**src/rtl/lcd_timing_gen.sv**
```systemverilog
// lcd_timing_gen: raster timing for an RGB parallel LCD (480x272 by default).
// Runs on the divided PLL pixel clock. It walks an h/v counter through
// active, front porch, sync and back porch, then issues pixel requests to
// the pixel source. DE, HSYNC, VSYNC and RGB leave on one common edge,
// two cycles after the counter state that produced them.
//
// Optional build macro: LCD_TEST_PATTERN_EN. When it is defined, pix_rgb is
// ignored and an internal 8-bar colour generator drives RGB with the same
// latency.
//
// state | meaning
// ------+-------------------------------------------------------------
// IDLE  | counters held at 0, outputs quiet, waiting for en
// SCAN  | counters running; en is only looked at on the last pixel
module lcd_timing_gen #(
  parameter int H_ACTIVE = 480,
  parameter int H_FP     = 8,
  parameter int H_SYNC   = 4,
  parameter int H_BP     = 43,
  parameter int V_ACTIVE = 272,
  parameter int V_FP     = 8,
  parameter int V_SYNC   = 4,
  parameter int V_BP     = 12,
  parameter int HS_POL   = 0,
  parameter int VS_POL   = 0,
  parameter int CW       = 11
) (
  input  logic          PixelClk,
  input  logic          nRST,
  input  logic          en,
  output logic [CW-1:0] pix_x,
  output logic [CW-1:0] pix_y,
  output logic          pix_req,
  input  logic [15:0]   pix_rgb,
  output logic          LCD_HSYNC,
  output logic          LCD_VSYNC,
  output logic          LCD_DE,
  output logic [4:0]    LCD_R,
  output logic [5:0]    LCD_G,
  output logic [4:0]    LCD_B,
  output logic          frame_start,
  output logic          running
);

  localparam int H_TOTAL = H_ACTIVE + H_FP + H_SYNC + H_BP;
  localparam int V_TOTAL = V_ACTIVE + V_FP + V_SYNC + V_BP;

  localparam logic [CW-1:0] ONE      = CW'(1);
  localparam logic [CW-1:0] H_LAST   = CW'(H_TOTAL - 1);
  localparam logic [CW-1:0] V_LAST   = CW'(V_TOTAL - 1);
  localparam logic [CW-1:0] H_ACT_C  = CW'(H_ACTIVE);
  localparam logic [CW-1:0] V_ACT_C  = CW'(V_ACTIVE);
  localparam logic [CW-1:0] HS_FIRST = CW'(H_ACTIVE + H_FP);
  localparam logic [CW-1:0] HS_LAST  = CW'(H_ACTIVE + H_FP + H_SYNC - 1);
  localparam logic [CW-1:0] VS_FIRST = CW'(V_ACTIVE + V_FP);
  localparam logic [CW-1:0] VS_LAST  = CW'(V_ACTIVE + V_FP + V_SYNC - 1);

  // Sync pins sit at the inverse of their active level when not in a pulse.
  localparam logic HS_ACT = (HS_POL != 0) ? 1'b1 : 1'b0;
  localparam logic VS_ACT = (VS_POL != 0) ? 1'b1 : 1'b0;

  typedef enum logic {
    ST_IDLE = 1'b0,
    ST_SCAN = 1'b1
  } state_t;

  state_t        state_q;
  logic [CW-1:0] h_q, v_q;
  logic          running_q, frame_start_q;

  // Stage 0 registers: request plus the counter position it came from.
  logic          pix_req_q;
  logic [CW-1:0] pix_x_q, pix_y_q;
  logic          scan_s0_q;
  logic [CW-1:0] h_s0_q, v_s0_q;

  // Stage 1 registers: what the panel pins see.
  logic          de_q, hsync_q, vsync_q;
  logic [15:0]   rgb_q;

  logic          h_last, v_last;
  logic          pix_req_d;
  logic          hs_win_d, vs_win_d;
  logic [15:0]   rgb_src_d;

  // Position decode of the live counters and of the stage-0 copy.
  always_comb begin
    h_last    = (h_q == H_LAST);
    v_last    = (v_q == V_LAST);
    pix_req_d = (state_q == ST_SCAN) && (h_q < H_ACT_C) && (v_q < V_ACT_C);
    hs_win_d  = scan_s0_q && (h_s0_q >= HS_FIRST) && (h_s0_q <= HS_LAST);
    vs_win_d  = scan_s0_q && (v_s0_q >= VS_FIRST) && (v_s0_q <= VS_LAST);
  end

  // Scan FSM with the h/v counters; en only matters on the last pixel of a frame.
  always_ff @(posedge PixelClk) begin
    if (!nRST) begin
      state_q       <= ST_IDLE;
      h_q           <= '0;
      v_q           <= '0;
      running_q     <= 1'b0;
      frame_start_q <= 1'b0;
    end else begin
      frame_start_q <= 1'b0;
      case (state_q)
        ST_IDLE: begin
          h_q <= '0;
          v_q <= '0;
          if (en) begin
            state_q       <= ST_SCAN;
            running_q     <= 1'b1;
            frame_start_q <= 1'b1;
          end
        end
        ST_SCAN: begin
          if (h_last) begin
            h_q <= '0;
            if (v_last) begin
              v_q <= '0;
              if (en) begin
                frame_start_q <= 1'b1;
              end else begin
                state_q   <= ST_IDLE;
                running_q <= 1'b0;
              end
            end else begin
              v_q <= v_q + ONE;
            end
          end else begin
            h_q <= h_q + ONE;
          end
        end
        default: begin
          state_q   <= ST_IDLE;
          running_q <= 1'b0;
        end
      endcase
    end
  end

  // Stage 0: register the request; pix_x/pix_y keep the last requested pixel.
  always_ff @(posedge PixelClk) begin
    if (!nRST) begin
      pix_req_q <= 1'b0;
      pix_x_q   <= '0;
      pix_y_q   <= '0;
      scan_s0_q <= 1'b0;
      h_s0_q    <= '0;
      v_s0_q    <= '0;
    end else begin
      pix_req_q <= pix_req_d;
      if (pix_req_d) begin
        pix_x_q <= h_q;
        pix_y_q <= v_q;
      end
      scan_s0_q <= (state_q == ST_SCAN);
      h_s0_q    <= h_q;
      v_s0_q    <= v_q;
    end
  end

`ifdef LCD_TEST_PATTERN_EN
  // Eight equal vertical bars across the active width, indexed by pix_x*8/H_ACTIVE.
  localparam logic [CW+2:0] BAR_DIV = (CW+3)'(H_ACTIVE);

  logic [CW+2:0] x_times8;
  logic [2:0]    bar_idx;
  logic          unused_pix_rgb;

  assign x_times8       = {pix_x_q, 3'b000};
  assign bar_idx        = 3'(x_times8 / BAR_DIV);
  assign unused_pix_rgb = ^pix_rgb;

  // Bar colour lookup, RGB565 at full scale.
  always_comb begin
    rgb_src_d = 16'h0000;
    case (bar_idx)
      3'd0: rgb_src_d = 16'hFFFF;
      3'd1: rgb_src_d = 16'hFFE0;
      3'd2: rgb_src_d = 16'h07FF;
      3'd3: rgb_src_d = 16'h07E0;
      3'd4: rgb_src_d = 16'hF81F;
      3'd5: rgb_src_d = 16'hF800;
      3'd6: rgb_src_d = 16'h001F;
      default: rgb_src_d = 16'h0000;
    endcase
  end
`else
  // The external pixel source returns data in the cycle after the request.
  assign rgb_src_d = pix_rgb;
`endif

  // Stage 1: pin registers; RGB forced to 0 outside the active area.
  always_ff @(posedge PixelClk) begin
    if (!nRST) begin
      de_q    <= 1'b0;
      hsync_q <= ~HS_ACT;
      vsync_q <= ~VS_ACT;
      rgb_q   <= 16'h0000;
    end else begin
      de_q    <= pix_req_q;
      hsync_q <= hs_win_d ? HS_ACT : ~HS_ACT;
      vsync_q <= vs_win_d ? VS_ACT : ~VS_ACT;
      rgb_q   <= pix_req_q ? rgb_src_d : 16'h0000;
    end
  end

  assign pix_req     = pix_req_q;
  assign pix_x       = pix_x_q;
  assign pix_y       = pix_y_q;
  assign LCD_DE      = de_q;
  assign LCD_HSYNC   = hsync_q;
  assign LCD_VSYNC   = vsync_q;
  assign LCD_R       = rgb_q[15:11];
  assign LCD_G       = rgb_q[10:5];
  assign LCD_B       = rgb_q[4:0];
  assign frame_start = frame_start_q;
  assign running     = running_q;

endmodule

```
**config.mk**
```make
export PLATFORM = sky130hd
export DESIGN_NAME = lcd_timing_gen
export DESIGN_NICKNAME = d
export VERILOG_FILES = /design/src/rtl/lcd_timing_gen.sv
export SDC_FILE = /design/constraint.sdc
export NUM_CORES = 1
export LEC_CHECK = 0
export ABC_AREA = 1
export CORE_ASPECT_RATIO = 0.8
export CORE_UTILIZATION = 46
export CTS_CLUSTER_SIZE = 25
export DETAILED_ROUTE_END_ITERATION = 12
export GPL_TIMING_DRIVEN = 0
export HOLD_SLACK_MARGIN = 0.02
export MAX_ROUTING_LAYER = met4
export PLACE_DENSITY = 0.75
export SYNTH_ARGS = -nofsm -noshare
export SYNTH_HDL_FRONTEND = slang
export SYNTH_SLANG_ARGS = --single-unit
```
**constraint.sdc**
```tcl
create_clock -name PixelClk -period 1.5 [get_ports PixelClk]
set_input_delay 0.3 -clock PixelClk [delete_from_list [all_inputs] [get_ports PixelClk]]
set_output_delay 0.3 -clock PixelClk [all_outputs]
set_load 0.03 [all_outputs]
```
==> results of run 1 <==
-- timing repair --
item                                    in CTS  in global routing
endpoints found under the setup margin      65                 43
resized for setup                           59                 33
hold buffers                                 0                  0
gates cloned                                 1                  0
setup buffers                                5                  4
hold endpoints to repair                     0                  0
pin swaps                                    4                 14
-- cell type report --
cell class | instances | share of cell area
Tap cell | 87 | 0.0251
Sequential cell | 86 | 0.402
Clock inverter | 6 | 0.0165
Multi-Input combinational cell | 249 | 0.298
Timing Repair Buffer | 71 | 0.147
Clock buffer | 9 | 0.0286
Buffer | 16 | 0.0222
Inverter | 68 | 0.0606
-- Yosys cell counts, drive strengths merged --
cell type,number,share of area
or2,2,0.0038
o21ai,4,0.011
a21oi,29,0.056
nor3b,4,0.0092
clkbuf,3,0.0035
nor4,3,0.0058
nor2,55,0.066
nand2,104,0.12
inv,68,0.080
buf,13,0.023
dfxtp,86,0.53
nand3b,1,0.0023
xor2,3,0.0081
xnor2,1,0.0027
nand3,27,0.043
ha,3,0.012
and3,1,0.0019
nand4,7,0.013
nor3,5,0.0092
-- worst register-to-register path, stage by stage (launching register included) --
cell and delay, ns:
dfxtp_1 0.30, buf_2 0.17, nor2_1 0.15, nand3_2 0.13, o21ai_4 0.29, buf_6 0.18, a21oi_2 0.06, nand2_1 0.09
inv_1 0.03
-- registers in the layout (all words and copies together) (netlist names) --
register and flops:
h_q 11, v_s0_q 9, state_q 1, pix_req 1, pix_y 11, h_s0_q 9
LCD_DE 1, LCD_HSYNC 1, LCD_VSYNC 1, scan_s0_q 1, frame_start 1, running 1
pix_x 11, rgb_q 16, v_q 11
-- stage by stage --
| step | instance area [sq um] | hold slack (ns) |
|---|---|---|
| floorplan | 3260 | 0.402 |
| global placement | 3980 | 0.419 |
| detailed placement | 3980 | 0.419 |
| CTS | 4210 | 0.292 |
| global route | 4340 | 0.317 |
| finish | 4340 | 0.306 |
-- cells by family after synthesis --
logic type / synth area share
simple gates: 0.276
flops: 0.528
buf+inv: 0.107
compound gates: 0.0668
xor+xnor: 0.0107
fa+ha+maj: 0.0115
-- placed cells by master (no fill, tap or decap), drive strengths merged, types with 4 or more instances in the layout --
master         instances
nand2                104
dfxtp                 86
inv                   70
nor2                  55
dlygate4sd2           44
a21oi                 29
nand3                 27
buf                   21
clkdlybuf4s50         17
clkbuf                14
nand4                  7
nor3                   5
nor3b                  4
o21ai                  4
-- per-layer routing --
metal	routed length, um	up-vias	track usage	part of all wire
li1	-	1443	-	-
met1	3440	1285	0.259	0.45
met2	3540	94	0.348	0.46
met3	624	10	0.0714	0.081
met4	91	0	0.0687	0.012
met5	0	-	-	0
-- power by group through the flow --
stage	logic, mW	clock network, mW	registers [mW]
6_report	0.380	1.62	2.33
5_1_grt	0.412	1.75	2.33
4_1_cts	0.351	1.64	2.33
3_5_place_dp	0.336	0	2.38
3_3_place_gp	0.331	0	2.38
2_1_floorplan	0.151	0	2.43
-- worst max path at each step --
| stage | start | end | slack, ns |
|---|---|---|---|
| 3_3_place_gp | h_q[1] | state_q | -0.09 |
| 4_1_cts | h_q[0] | v_q[9] | -0.008 |
| 6_report | h_q[5] | v_q[0] | 0.00002 |
| 2_1_floorplan | h_q[0] | v_q[8] | 0.11 |
| 3_5_place_dp | h_q[0] | h_q[10] | -0.13 |
| 5_1_grt | h_q[0] | v_q[9] | -0.11 |
==> metrics, run 1 <==
Mapped Nets 441; Hold/Removal Path Class input port to flop; number of buffers created by CTS 9; fmax 0.667 GHz; Die X 96.1 um; DP Worst Slack -0.131 ns; vias in the first global route 2,651; grt total ovfl 0; WP depth 8; required time worst endpoint 1.75 ns; outcome complete, no violations; clock sinks 86; multi-input logic area 0.00129 sq mm; Ys Warns 0; WHS Endpoint v_s0_q[10]; switch share 0.252; H-tree depth 3; r2r setup slk 0.00002 ns; ant diodes 0; initial antenna violation count 0; Clk pwr share 0.375; Switching Power 1.09 mW; WS Path Type flop to flop; dpl hpwl 5270 um; final worst path period need 1.50 ns; Finish-stage setup viols 0; Hold Crit Depth 3; clock skew 0.00538 ns; CTS root buffer clkbuf_8; max incr delay on CP 0.30 ns; Arr. time, crit path 1.75 ns; Syn Inst Count 419; Seq pwr share 0.537; largest net degree at the start of global routing 16; Max transition margin 0.599; worst r2r src h_q[5]; WL/cell 13.0 um; worst-path cell chain buf_2, nor2_1, nand3_2, o21ai_4, buf_6, a21oi_2, nand2_1, inv_1; Synth Area per Inst 7.78 sq um; Critical Path Source Type flop; Post-Layout Cell Count 592; gr usage total 0.218; Die ar. 0.00743 sq mm; CTS tree done; Hold Path Origin nRST; Final Max Tran Viols 0; routed vias 2,832; pwr dens 999 mW/mm^2; number of I/O pins 63; worst setup slack after layout 0.0000205 ns; Starting Density 0.475; clock buffer depth 2; Cell Int Power 3.24 mW; Reg area 0.00174 sq mm; sequential area share after synthesis 0.528; fin crit share 1.00; leakage 2.07 nW; worst vdd ir 0.455 mV; clock-pin slew on the worst setup and hold paths 0.09 ns; # rows 27; Largest delay share family, worst path buffers and inverters; R2R Path End v_q[0]; layout cells sized above 1 0.174; DRC 0; vias per cell 4.78; Nets 523; global-route wire length before repair 11,900 um; synthesized area 0.00326 sq mm; synthesis-to-layout area growth 33.0%; die height 77.3 um; Core Region 0.00686 sq mm; Total Power 4.33 mW; Critical-path top delay cell dfxtp_1; number of library cell types mapped by synthesis 31; Worst Path Buf+Inv 3; RePlAce Congestion 0.862; Buffers on Ports 61; path depth of the worst reg2reg path 8; Crit. End Element flop; dpl cells 567; Clock Latency Late Sink 0.35 ns; crit-path max FO 8; post-synthesis register bit count 86; Comb power frac 0.088; DRT antenna net count 0; first drt pass iteration count 4; Setup TNS Final 0 ns; Fin. Hold Viols 0; # fillers 608; max cap viols 0; DR iter-0 viols 155; utilization after layout 0.632; RSZ-0062 raised after global routing true; drt total wl 7700 um; Tightest Pin Transition 0.602 ns
Power figures use the tool's default switching activity.
==> run 2, diff against run 1 <==
--- a/config.mk
+++ b/config.mk
@@ -11,7 +11,6 @@
 export CTS_CLUSTER_SIZE = 25
 export DETAILED_ROUTE_END_ITERATION = 12
 export GPL_TIMING_DRIVEN = 0
-export HOLD_SLACK_MARGIN = 0.02
 export MAX_ROUTING_LAYER = met4
 export PLACE_DENSITY = 0.75
 export SYNTH_ARGS = -nofsm -noshare
==> results of run 2 <==
The final DEF is identical to that of run 1; final timing and power are the same.
==> run 3, diff against run 2 <==
--- a/config.mk
+++ b/config.mk
@@ -11,7 +11,6 @@
 export CTS_CLUSTER_SIZE = 25
 export DETAILED_ROUTE_END_ITERATION = 12
 export GPL_TIMING_DRIVEN = 0
-export MAX_ROUTING_LAYER = met4
 export PLACE_DENSITY = 0.75
 export SYNTH_ARGS = -nofsm -noshare
 export SYNTH_HDL_FRONTEND = slang
==> metrics, run 3 (synthesized netlist as in run 1, its figures left out) <==
Die X 96.1 um; pwr dens 979 mW/mm^2; Clock Latency Late Sink 0.36 ns; max reg flops 16; WL/cell 12.7 um; hold-fix buffers at CTS 0; Fin. Hold Viols 0; number of I/O pins 63; Arr. time, crit path 1.79 ns; RSZ-0062 raised after global routing true; clock-pin slew on the worst setup and hold paths 0.08 ns; H-tree depth 3; # fillers 573; Buffers on Ports 61; largest net degree at the start of global routing 17; final worst path period need 1.49 ns; clock skew 0.00705 ns; first drt pass iteration count 4; worst setup slack after layout 0.00907 ns; outcome complete, no violations; RePlAce Congestion 0.906; Core Region 0.00686 sq mm; synthesis-to-layout area growth 34.1%; Nets 524; CTS tree done; Hold Slack 0.302 ns; grt total ovfl 0; Setup TNS Final 0 ns; CTS root buffer clkbuf_8; routed vias 2,856; Max transition margin 0.596; Crit. End Element flop; vias in the first global route 2,526; layout cells sized above 1 0.185; crit-path max FO 8; Starting Density 0.475; number of buffers created by CTS 9; required time worst endpoint 1.80 ns; Tightest Pin Transition 0.605 ns; DP Worst Slack -0.0953 ns; worst vdd ir 0.495 mV; commonest non-fill, non-tap cell in the layout nand2_1; multi-input logic area 0.00130 sq mm; vias per cell 4.81; fin crit share 0.994; most flop-heavy register rgb_q; Final Max Tran Viols 0; gr usage total 0.209; WS Path Type flop to flop; ant diodes 0; dpl hpwl 5110 um; DRT antenna net count 0; initial antenna violation count 0; # rows 27; Critical Path Source Type flop; most frequent cells in the layout nand2_1 (98), dfxtp_1 (73), inv_1 (65), nor2_1 (44), dlygate4sd2_1 (44); utilization after layout 0.637; clock sinks 86; clock buffer depth 2; drt total wl 7530 um; DR iter-0 viols 148; DRC 0; leakage 2.08 nW; Finish-stage setup viols 0; Hold/Removal Path Class input port to flop; global-route wire length before repair 11,800 um; fmax 0.671 GHz; Die ar. 0.00743 sq mm; die height 77.3 um; max cap viols 0; Reg area 0.00174 sq mm
-- run 3: layer usage --
| layer | vias up | global-route usage | share of wire |
|---|---|---|---|
| met4 | 0 | 0.0642 | 0.018 |
| met2 | 88 | 0.326 | 0.45 |
| met1 | 1307 | 0.269 | 0.45 |
| met3 | 15 | 0.0724 | 0.086 |
| li1 | 1446 | - | - |
| met5 | - | 0 | 0 |
-- run 3: timing repair --
item | in CTS | in global routing
pin swaps | 3 | 14
endpoints found under the setup margin | 64 | 44
gates cloned | 1 | 0
setup buffers | 4 | 6
gates resized for setup | 56 | 45
-- run 3: stage by stage --
step	cells	power (mW)	instance area, sq um
2_1_floorplan	419	2.58	3260
3_3_place_gp	567	2.71	3980
3_5_place_dp	567	2.72	3980
4_1_cts	588	4.25	4180
5_1_grt	594	4.44	4370
6_report	594	4.28	4370
-- run 3: power breakdown --
part	switching [mW]	leakage, nW	internal (mW)
Clock	0.883	0.0914	0.672
Sequential	0.0149	0.703	2.31
Combinational	0.230	1.29	0.168
Total	1.13	2.08	3.15
-- run 3: critical path: stages, from the launching register on --
cell     delay [ns]
dfxtp_4        0.38
inv_4          0.04
ha_4           0.15
nand2_2        0.07
inv_2          0.05
nand3_4        0.07
o21ai_4        0.06
buf_12         0.15
buf_6          0.11
a21oi_4        0.18
nand2_1        0.08
nor2_1         0.09
-- run 3: final timing paths --
kind         startpoint         end  slack (ns)  cells past startpoint
max              h_q[0]      v_q[9]       0.009                     11
min reg2reg   pix_y[10]   pix_y[10]        0.44                      2
min                nRST  v_s0_q[10]        0.30                      3
max reg2reg      h_q[0]      v_q[9]       0.009                     11
-- run 3: area by class of cell --
class / instances / area share
Clock inverter: 6 / 0.0120
Multi-Input combinational cell: 249 / 0.298
Inverter: 68 / 0.0601
Tap cell: 87 / 0.0249
Timing Repair Buffer: 72 / 0.152
Clock buffer: 10 / 0.0315
Sequential cell: 86 / 0.399
Buffer: 16 / 0.0226
